### config.mk
export PLATFORM = sky130hd
export DESIGN_NAME = mem_port_arbiter
export DESIGN_NICKNAME = d
export VERILOG_FILES = /design/src/rtl/mem_port_arbiter.sv
export SDC_FILE = /design/constraint.sdc
export NUM_CORES = 1
export LEC_CHECK = 0
export CAP_MARGIN = 5
export CORE_ASPECT_RATIO = 0.9
export CORE_MARGIN = 5
export CORE_UTILIZATION = 41
export CTS_CLUSTER_DIAMETER = 150
export DETAILED_ROUTE_END_ITERATION = 8
export HOLD_SLACK_MARGIN = 0.05
export PLACE_DENSITY_LB_ADDON = 0.2
export SYNTH_ARGS = -nofsm -noshare
export SYNTH_HDL_FRONTEND = slang
export SYNTH_SLANG_ARGS = --single-unit
export TNS_END_PERCENT = 5
### constraint.sdc
create_clock -name clk -period 1.85 [get_ports clk]
set_input_delay 0.37 -clock clk [delete_from_list [all_inputs] [get_ports clk]]
set_output_delay 0.37 -clock clk [all_outputs]
set_load 0.01 [all_outputs]
### src/rtl/mem_port_arbiter.sv
// mem_port_arbiter: shares one registered memory port between the IF
// (instruction fetch) and MEM (load/store) pipeline stages.
// Each access runs IDLE -> BUSY_x -> DONE -> IDLE, so at most one access
// completes every three cycles. Data requests win ties. Optional feature:
// define MEM_ARB_FAIRNESS_EN so that IF is granted after two data grants
// in a row were made while it was waiting.
module mem_port_arbiter #(
    parameter int AW = 32,
    parameter int DW = 32
) (
    input  logic          clk,
    input  logic          reset,
    input  logic          ireq,
    input  logic [AW-1:0] iaddr,
    output logic          iready,
    output logic [DW-1:0] irdata,
    input  logic          dreq,
    input  logic          dwe,
    input  logic [AW-1:0] daddr,
    input  logic [DW-1:0] dwdata,
    output logic          dready,
    output logic [DW-1:0] drdata,
    output logic          mreq,
    output logic          mwe,
    output logic [AW-1:0] maddr,
    output logic [DW-1:0] mwdata,
    input  logic [DW-1:0] mrdata,
    input  logic          mready,
    output logic          stallF,
    output logic          stallM
);

    typedef enum logic [1:0] {IDLE, BUSY_I, BUSY_D, DONE} state_t;

    state_t        state, state_nx;
    logic          mreq_nx, mwe_nx, iready_nx, dready_nx;
    logic [AW-1:0] maddr_nx;
    logic [DW-1:0] mwdata_nx, irdata_nx, drdata_nx;
    logic          prefer_if;
    logic          grant_i, grant_d;

`ifdef MEM_ARB_FAIRNESS_EN
    logic [1:0] fair_cnt, fair_cnt_nx;

    // IF wins a tie once two data grants in a row went by while it waited
    assign prefer_if = (fair_cnt == 2'd2);

    // Starvation count: clears on an IF grant or on an uncontested data grant
    always_comb begin
        fair_cnt_nx = fair_cnt;
        if (grant_i) begin
            fair_cnt_nx = 2'd0;
        end else if (grant_d) begin
            if (!ireq)
                fair_cnt_nx = 2'd0;
            else if (fair_cnt != 2'd3)
                fair_cnt_nx = fair_cnt + 2'd1;
        end
    end

    // Starvation counter register
    always_ff @(posedge clk or negedge reset) begin
        if (!reset)
            fair_cnt <= 2'd0;
        else
            fair_cnt <= fair_cnt_nx;
    end
`else
    assign prefer_if = 1'b0;
`endif

    // Arbitration happens only in IDLE; DONE deliberately skips it
    assign grant_d = (state == IDLE) && dreq && !(ireq && prefer_if);
    assign grant_i = (state == IDLE) && ireq && !grant_d;

    // Hazard-unit stalls: a request is pending until its ready pulse
    assign stallF = ireq & ~iready;
    assign stallM = dreq & ~dready;

    // Next-state and next-output logic; memory-side registers hold by default
    always_comb begin
        state_nx  = state;
        mreq_nx   = mreq;
        mwe_nx    = mwe;
        maddr_nx  = maddr;
        mwdata_nx = mwdata;
        iready_nx = 1'b0;
        dready_nx = 1'b0;
        irdata_nx = irdata;
        drdata_nx = drdata;
        case (state)
            IDLE: begin
                if (grant_d) begin
                    state_nx  = BUSY_D;
                    mreq_nx   = 1'b1;
                    mwe_nx    = dwe;
                    maddr_nx  = daddr;
                    mwdata_nx = dwdata;
                end else if (grant_i) begin
                    state_nx  = BUSY_I;
                    mreq_nx   = 1'b1;
                    mwe_nx    = 1'b0;
                    maddr_nx  = iaddr;
                    mwdata_nx = '0;
                end
            end
            BUSY_I: begin
                if (mready) begin
                    state_nx  = DONE;
                    mreq_nx   = 1'b0;
                    mwe_nx    = 1'b0;
                    iready_nx = 1'b1;
                    irdata_nx = mrdata;
                end
            end
            BUSY_D: begin
                if (mready) begin
                    state_nx  = DONE;
                    mreq_nx   = 1'b0;
                    mwe_nx    = 1'b0;
                    dready_nx = 1'b1;
                    // stores leave the last load value in place
                    if (!mwe)
                        drdata_nx = mrdata;
                end
            end
            DONE: begin
                state_nx = IDLE;
            end
            default: begin
                state_nx = IDLE;
            end
        endcase
    end

    // State and registered outputs; reset aborts any access in flight
    always_ff @(posedge clk or negedge reset) begin
        if (!reset) begin
            state  <= IDLE;
            mreq   <= 1'b0;
            mwe    <= 1'b0;
            maddr  <= '0;
            mwdata <= '0;
            iready <= 1'b0;
            dready <= 1'b0;
            irdata <= '0;
            drdata <= '0;
        end else begin
            state  <= state_nx;
            mreq   <= mreq_nx;
            mwe    <= mwe_nx;
            maddr  <= maddr_nx;
            mwdata <= mwdata_nx;
            iready <= iready_nx;
            dready <= dready_nx;
            irdata <= irdata_nx;
            drdata <= drdata_nx;
        end
    end

endmodule

### Word-level counts from Yosys, hierarchy flattened

Cells that the tools add are included.

* $add $sub $neg: 0
* multiply operators: 0
* div/mod/pow operators: 0
* magnitude comparators: 0
* equality and inequality tests: 5
* shifts and indexed selects: 0
* muxes and demuxes: 18
* bitwise operators: 5
* reduce and logical (&&, ||, !) cells: 13

Operators with widths (count)
* 32-bit 2-to-1 mux: 4
* 1-bit 2-to-1 mux: 8
* 2-bit 2-to-1 mux: 3
* 2-bit one-hot mux with 3 select lines: 1
* 2-bit AND reduction: 3
* 3-bit AND reduction: 2
* 2-bit == test (second input constant): 2
* 1-bit one-hot mux with 2 select lines: 2
* 2-bit nonzero test: 2
* 1-bit logical AND: 3
* 3-bit != test (second input constant): 1
* 1-bit inverter: 3
* 1-bit AND: 2
* 2-bit by 1-bit == test with 1-bit output (second input constant): 1
* 2-bit logical NOT: 1
* 2-bit by 1-bit != test with 1-bit output (second input constant): 1
* 2-bit OR reduction: 1
* 1-bit logical NOT: 1

* flip-flop bits (word level): 134
* latch bits: 0
* RAM bits: 0
* memory bits (read-only): 0
* bits of input ports: 134
* output and inout bits: 134
* logic and storage cells: 50
* memories kept: 0

### Depth between registers and ports, before layout

* depth in word-level cells: 7
* gate-level depth with buffers: 7
* depth with buffers taken out: 5

### Least setup slack after synthesis

OpenSTA, ideal clock, no wires.

* path kind: flip-flop to flip-flop
* start point: register state[0]
* end point: register mwe
* setup time: 125 ps
* data arrival time: 1495 ps
* data required time: 1725 ps
* setup slack: 231 ps
* cell stages (with the launch flop): 6
* path buffers: 0
* period minus slack after synthesis: 1619 ps
* cell sequence: dfrtp_1 -> inv_1 -> ha_1 -> nor2b_1 -> a211oi_2 -> mux2_2

* cells in the longest elaborated chain, start to end: 6
* elaborated cells on any way between the ends: 14
* classes of those cells: eq/ne (4); mux (2); reduce/logical (8)

Ends and longest elaborated chain
* start, declared: RTL line 35 `state_t state, state_nx;`
* start signal, assigned: RTL line 149 `state <= state_nx;`
* 2-bit logical NOT: RTL line 73, 74, 91
* 1-bit logical AND: RTL line 73 `assign grant_d = (state == IDLE) && dreq && !(ireq && prefer_if);`
* 1-bit logical NOT: RTL line 74 `assign grant_i = (state == IDLE) && ireq && !grant_d;`
* 1-bit logical AND: RTL line 74
* 3-bit != test (no source line)
* 3-bit AND reduction (no source line)
* end signal, assigned: RTL line 151 `mwe <= mwe_nx;`
* end, declared: RTL line 24 `output logic mwe,`

Parallel ways exist; a longest one is shown, timed or not.
A chain may end at the register's enable or synchronous reset.

### Worst setup path after layout

* start point: register mwe
* end point: output mwe

No word-level cell between the ends.

==> impl_metrics.json <==
{
  "power_density_mw_per_mm2": 1720,
  "fin_crit_ns": 1.743,
  "yosysSeqAreaShare_pct": 60.87,
  "grt_usage_pct": 20.17,
  "design_area_mm2": 0.008944,
  "drive_above_1_share_pct": 15.87,
  "crit-reg2reg-capture": "mwe",
  "grt_first_pass_wirelength_um": 25520,
  "drt-initial-drc-count": 202,
  "grt_max_degree": 59,
  "fin_util_pct": 67.43,
  "end_kind": "output port",
  "fin_setup_tns_ns": 0,
  "crit_required_ns": 1.48,
  "p_leak_nw": 4.024,
  "place_area_mm2": 0.008424,
  "setup_violations": 0,
  "crit_family": "buffers and inverters",
  "r2r_slack_ns": 0.14,
  "use_met1_pct": 23.35,
  "status": "complete, no violations",
  "wirelength_um": 15910,
  "slew_headroom_pct": 77.08,
  "dp_hpwl_um": 11630,
  "die_x_um": 132.2,
  "swShare_pct": 31.01,
  "place.gp.congestion": 0.7725,
  "rsz0062_at_grt": "false",
  "cts_num_sinks": 134,
  "route.detailed.drc": 0,
  "io_pins": 268,
  "die-area_mm2": 0.01586,
  "dp_slack_ns": -0.1254,
  "clock.fmax_mhz": 573.7,
  "maxCapViolCount": 0,
  "n_antenna_cell": 0,
  "p_int_w": 0.01061,
  "syn_avg_cell_area_um2": 13.60,
  "grt_overflow": 0,
  "busiest_layer": "met2",
  "clkPwrFrac_pct": 19.4,
  "slew_viol_final": 0,
  "mostFrequentLayoutCells": "clkdlybuf4s50_1 (263), dfrtp_1 (134), mux2_2 (35), nand2_1 (33)",
  "port_buffers": 267,
  "hold_viol_final": 0,
  "synth_cells": 405,
  "clkLatencyLatePin_ns": 0.41,
  "synth_edf_count": 0,
  "initial_core_util_pct": 41.54,
  "cts_tree": "yes",
  "p_switching_w": 0.004771,
  "worst_slack_ns": 0.1070,
  "clock_skew_ns": 0.007176,
  "fill_cells": 985,
  "grtUsageMet3_pct": 7.460,
  "slowest_delay_ns": 0.60,
  "max-vdd-ir-drop_mv": 0.9906,
  "numCtsBuffers": 17,
  "synth_seq_cells": 134,
  "r2r_start": "state[0]",
  "fin_crit_sh_pct": 94.22,
  "ys_async_sr_fraction_pct": 100.0,
  "path_class": "flip-flop to output port",
  "first_pass_iters": 4,
  "cp.arrival_ns": 1.37,
  "ctsRootBufferMaster": "clkbuf_16",
  "power_w": 0.01538,
  "clk_pin_slew_ns": 0.05,
  "start_kind": "flip-flop",
  "grt_pass1_vias": 4703,
  "drtAntennaViolNets": 0,
  "h-tree-depth": 4,
  "crit_path_max_fanout": 3,
  "syn-num-nets": 543,
  "hold_class": "input port to async pin",
  "cp_cell_sequence": "clkdlybuf4s50_1",
  "use_met2_pct": 33.59,
  "combPwrFrac_pct": 46.5,
  "layout_commonest_cell": "clkdlybuf4s50_1",
  "timing.reg2reg.worst_path_depth": 5,
  "area_growth_pct": 62.34,
  "synth.distinct_cells": 24,
  "nets": 816,
  "rows": 40,
  "pwr-share-seq_pct": 34.1,
  "vias_per_cell": 5.013,
  "die_height_um": 120.0,
  "path_buf_inv": 1,
  "ys_warn_count": 0,
  "via_count": 4286,
  "core_area_mm2": 0.01326,
  "crit_slowest_cell": "clkdlybuf4s50_1",
  "synth_flop_cell": "dfrtp_1",
  "syn-cell-area_mm2": 0.005509,
  "tightest_slew_ns": 0.3439,
  "grt_antenna_before_repair": 0,
  "clockBufferDepth": 2,
  "wl_per_cell_um": 18.60
}
==> routing by layer <==
layer / wire length [µm] / vias to the layer above / share of wire (%)
met4: 477 / 0 / 3.0
met2: 7946 / 171 / 50
met5: 0 / - / 0
met1: 6252 / 2104 / 39
li1: - / 1983 / -
met3: 1229 / 28 / 7.7
==> synthesized netlist by cell type, types with 3 or more instances <==
library cell  instances  area [µm²]
nor2b_1               4       25.02
nand2_1              33       123.9
mux2_2               35       394.1
dfrtp_1             134        3353
mux2_4               30       450.4
clkbuf_1              5       18.77
buf_2                16       80.08
a22o_1               32       280.3
buf_6                 4       45.04
a22oi_1              10       75.07
a21oi_1              24       120.1
buf_4                 4       30.03
ha_1                  4       50.05
o21ai_1              32       160.2
inv_1                 5       18.77
mux2i_1               3       30.03
and3b_1              23       201.4
==> logic make-up (layout without fill, tap and decap cells) <==
logic type / Yosys count / after routing / share of synthesized area (%)
flip-flops: 134 / 134 / 60.87
AO/OA/AOI/OAI: 101 / 101 / 12.06
multiplexers: 68 / 68 / 15.88
AND/OR/NAND/NOR: 64 / 64 / 6.791
buffers and inverters: 34 / 316 / 3.498
adder cells (fa/ha/maj): 4 / 4 / 0.9085
==> final cells by class <==
cell class	instances	area [µm²]	share of cell area (%)
timing repair buffer	283	2877	32.16
clock inverter	5	53.80	0.6016
tap	168	210.2	2.350
inverter	5	18.77	0.2098
multi-input combinational	237	1973	22.06
clock buffer	23	457.9	5.120
sequential	134	3353	37.49
==> worst reg2reg max path, stage by stage (launching register included) <==
cell	delay (ns)
dfrtp_1	0.37
inv_1	0.09
ha_1	0.36
nor2b_1	0.18
a211oi_2	0.23
mux2_2	0.36
==> flip-flops by register name, indices dropped and copies added (netlist names) <==
signal / cells
maddr: 32
mreq: 1
mwdata: 32
dready: 1
irdata: 32
iready: 1
state: 2
mwe: 1
drdata: 32
==> power by group through the flow <==
stage / Clock (W) / Sequential, W / Combinational [W]
after floorplan: 0 / 0.00586 / 0.00253
after global placement: 0 / 0.00519 / 0.00710
after detailed placement: 0 / 0.00525 / 0.00725
after CTS: 0.00306 / 0.00525 / 0.00728
after global routing: 0.00320 / 0.00543 / 0.00765
final: 0.00299 / 0.00524 / 0.00715
==> timing repair <==
item                                    4_1_cts  5_1_grt
hold endpoints to repair                     27        0
endpoints found under the setup margin        2        0
hold buffers                                  1        0
gates resized for setup                       2        0
setup buffers                                 0        0
==> worst max path at each step <==
stage	startpoint	endpoint	slack (ns)	cells past startpoint
floorplan	state[0]	mwe	0.23	5
global placement	ireq	mwe	-0.09	5
detailed placement	ireq	mwe	-0.13	5
CTS	mwe	mwe	0.09	1
global route	state[1]	mwdata[27]	0.01	5
finish	mwe	mwe	0.11	1
==> per-stage QoR <==
step                std cells  hold slack [ns]
global placement          826           0.2712
floorplan                 405          0.07441
CTS                       855           0.3998
detailed placement        826           0.2711
finish                    855           0.4562
global route              855           0.4738
Power figures use the tool's default switching activity.
==> variant: new RTL, same flow settings <==
Change the parameter `DW` from 32 to 64.
--- a/src/rtl/mem_port_arbiter.sv
+++ b/src/rtl/mem_port_arbiter.sv
@@ -6,7 +6,7 @@
 // in a row were made while it was waiting.
 module mem_port_arbiter #(
     parameter int AW = 32,
-    parameter int DW = 32
+    parameter int DW = 64
 ) (
     input  logic          clk,
     input  logic          reset,
Ports: changed (5 resized); port bits go from 268 to 428. No check against the original RTL was run, so the function may have changed too.
==> variant against the unedited design <==
  * Cell area up 64%
  * Worst setup slack worse by 0.061 ns
  * Clock skew up 0.0013 ns
  * Highest routed layer unchanged
  * Critical path depth unchanged
  * Register-to-register slack better by 0.04 ns
  * Critical path type unchanged
  * Via count up 57%
  * Sequential power up 71%
  * Sequential cell count up 96
  * First-iteration DRC count up 69%
  * Maximum frequency down 3.4%
  * Routed wire length up 74%
  * Power up 69%
  * Critical endpoint is now mwdata[31]
  * Synthesized cell count up 51%
  * Area after synthesis up 67%
==> variant: results <==
group,metric,value,unit
grt,grt.total_usage,0.208,
timing,worst_slew_pin_slew,0.767,ns
placed_design,dp_hpwl,20900,um
clock_tree,cts-buffers-inserted,24,
pwr,swShare,0.310,
grt,grt_start_max_net_pins,65,
placed_design,port_buffers,427,
drt,num_vias,6723,
critical_path,cp-endpoint,"mwdata[31]",
yosys,syn-num-nets,813,
drt,route.met2.wl,13600,um
yosys,ys_seq_area_frac,0.625,
layout,stdcell_count,1364,
critical_path,reg2reg_depth,6,
placed_design,gp_congestion,0.831,
layout,layout-drive-gt1-share,0.187,
pwr,powerComb,12200,uW
hold_path,hp-class,"primary input to register",
drt,met3_length,2420,um
yosys,ys_types,26,
yosys,synth_common_cells,"230 x dfrtp_1, 68 x mux2_2, 64 x a22o_1",
grt,met2_usage,0.356,
grt,use_met1,0.256,
yosys,postSynthAreaPerCell,15.1,um^2
pwr,pg_clk,4830,uW
critical_path,cp.arrival,1.43,ns
critical_path,critPathMaxFanout,2,
run_status,status,"finished clean",
critical_path,worstReg2RegEnd,"drdata[0]",
critical_path,critPathLaunch,"mwdata[31]",
## variant: changes by cell type in the layout (fill, tap and decap cells not counted), sizes merged, moves of 17 or more
cell / change
dfrtp: +96
a22o: +32
clkdlybuf4s50: +122
dlygate4sd2: +18
dlymetal6s2s: +20
mux2: +64
clkbuf: +17
## variant: repair_timing
action,4_1_cts,5_1_grt
gates resized for setup,20,20
endpoints found under the setup margin,20,20
setup buffers,0,0
hold endpoints to repair,47,0
hold buffers,1,0
## variant: final cells by class
type / count / area (um^2)
multi-input combinational: 333 / 3100
fill: 1640 / 7630
timing repair buffer: 456 / 4640
clock inverter: 3 / 40.0
inverter: 5 / 18.8
clock buffer: 40 / 762
tap: 297 / 372
sequential: 230 / 5760
## variant: cells by family (layout without fill, tap and decap cells)
logic type	Yosys count	in the layout	synth area share
muxes	132	132	0.186
DFF	230	230	0.625
AOI/OAI and AO/OA	133	133	0.103
adders and majority gates	4	4	0.00544
buffers and inverters	48	504	0.0395
and+or+nand+nor	64	64	0.0417
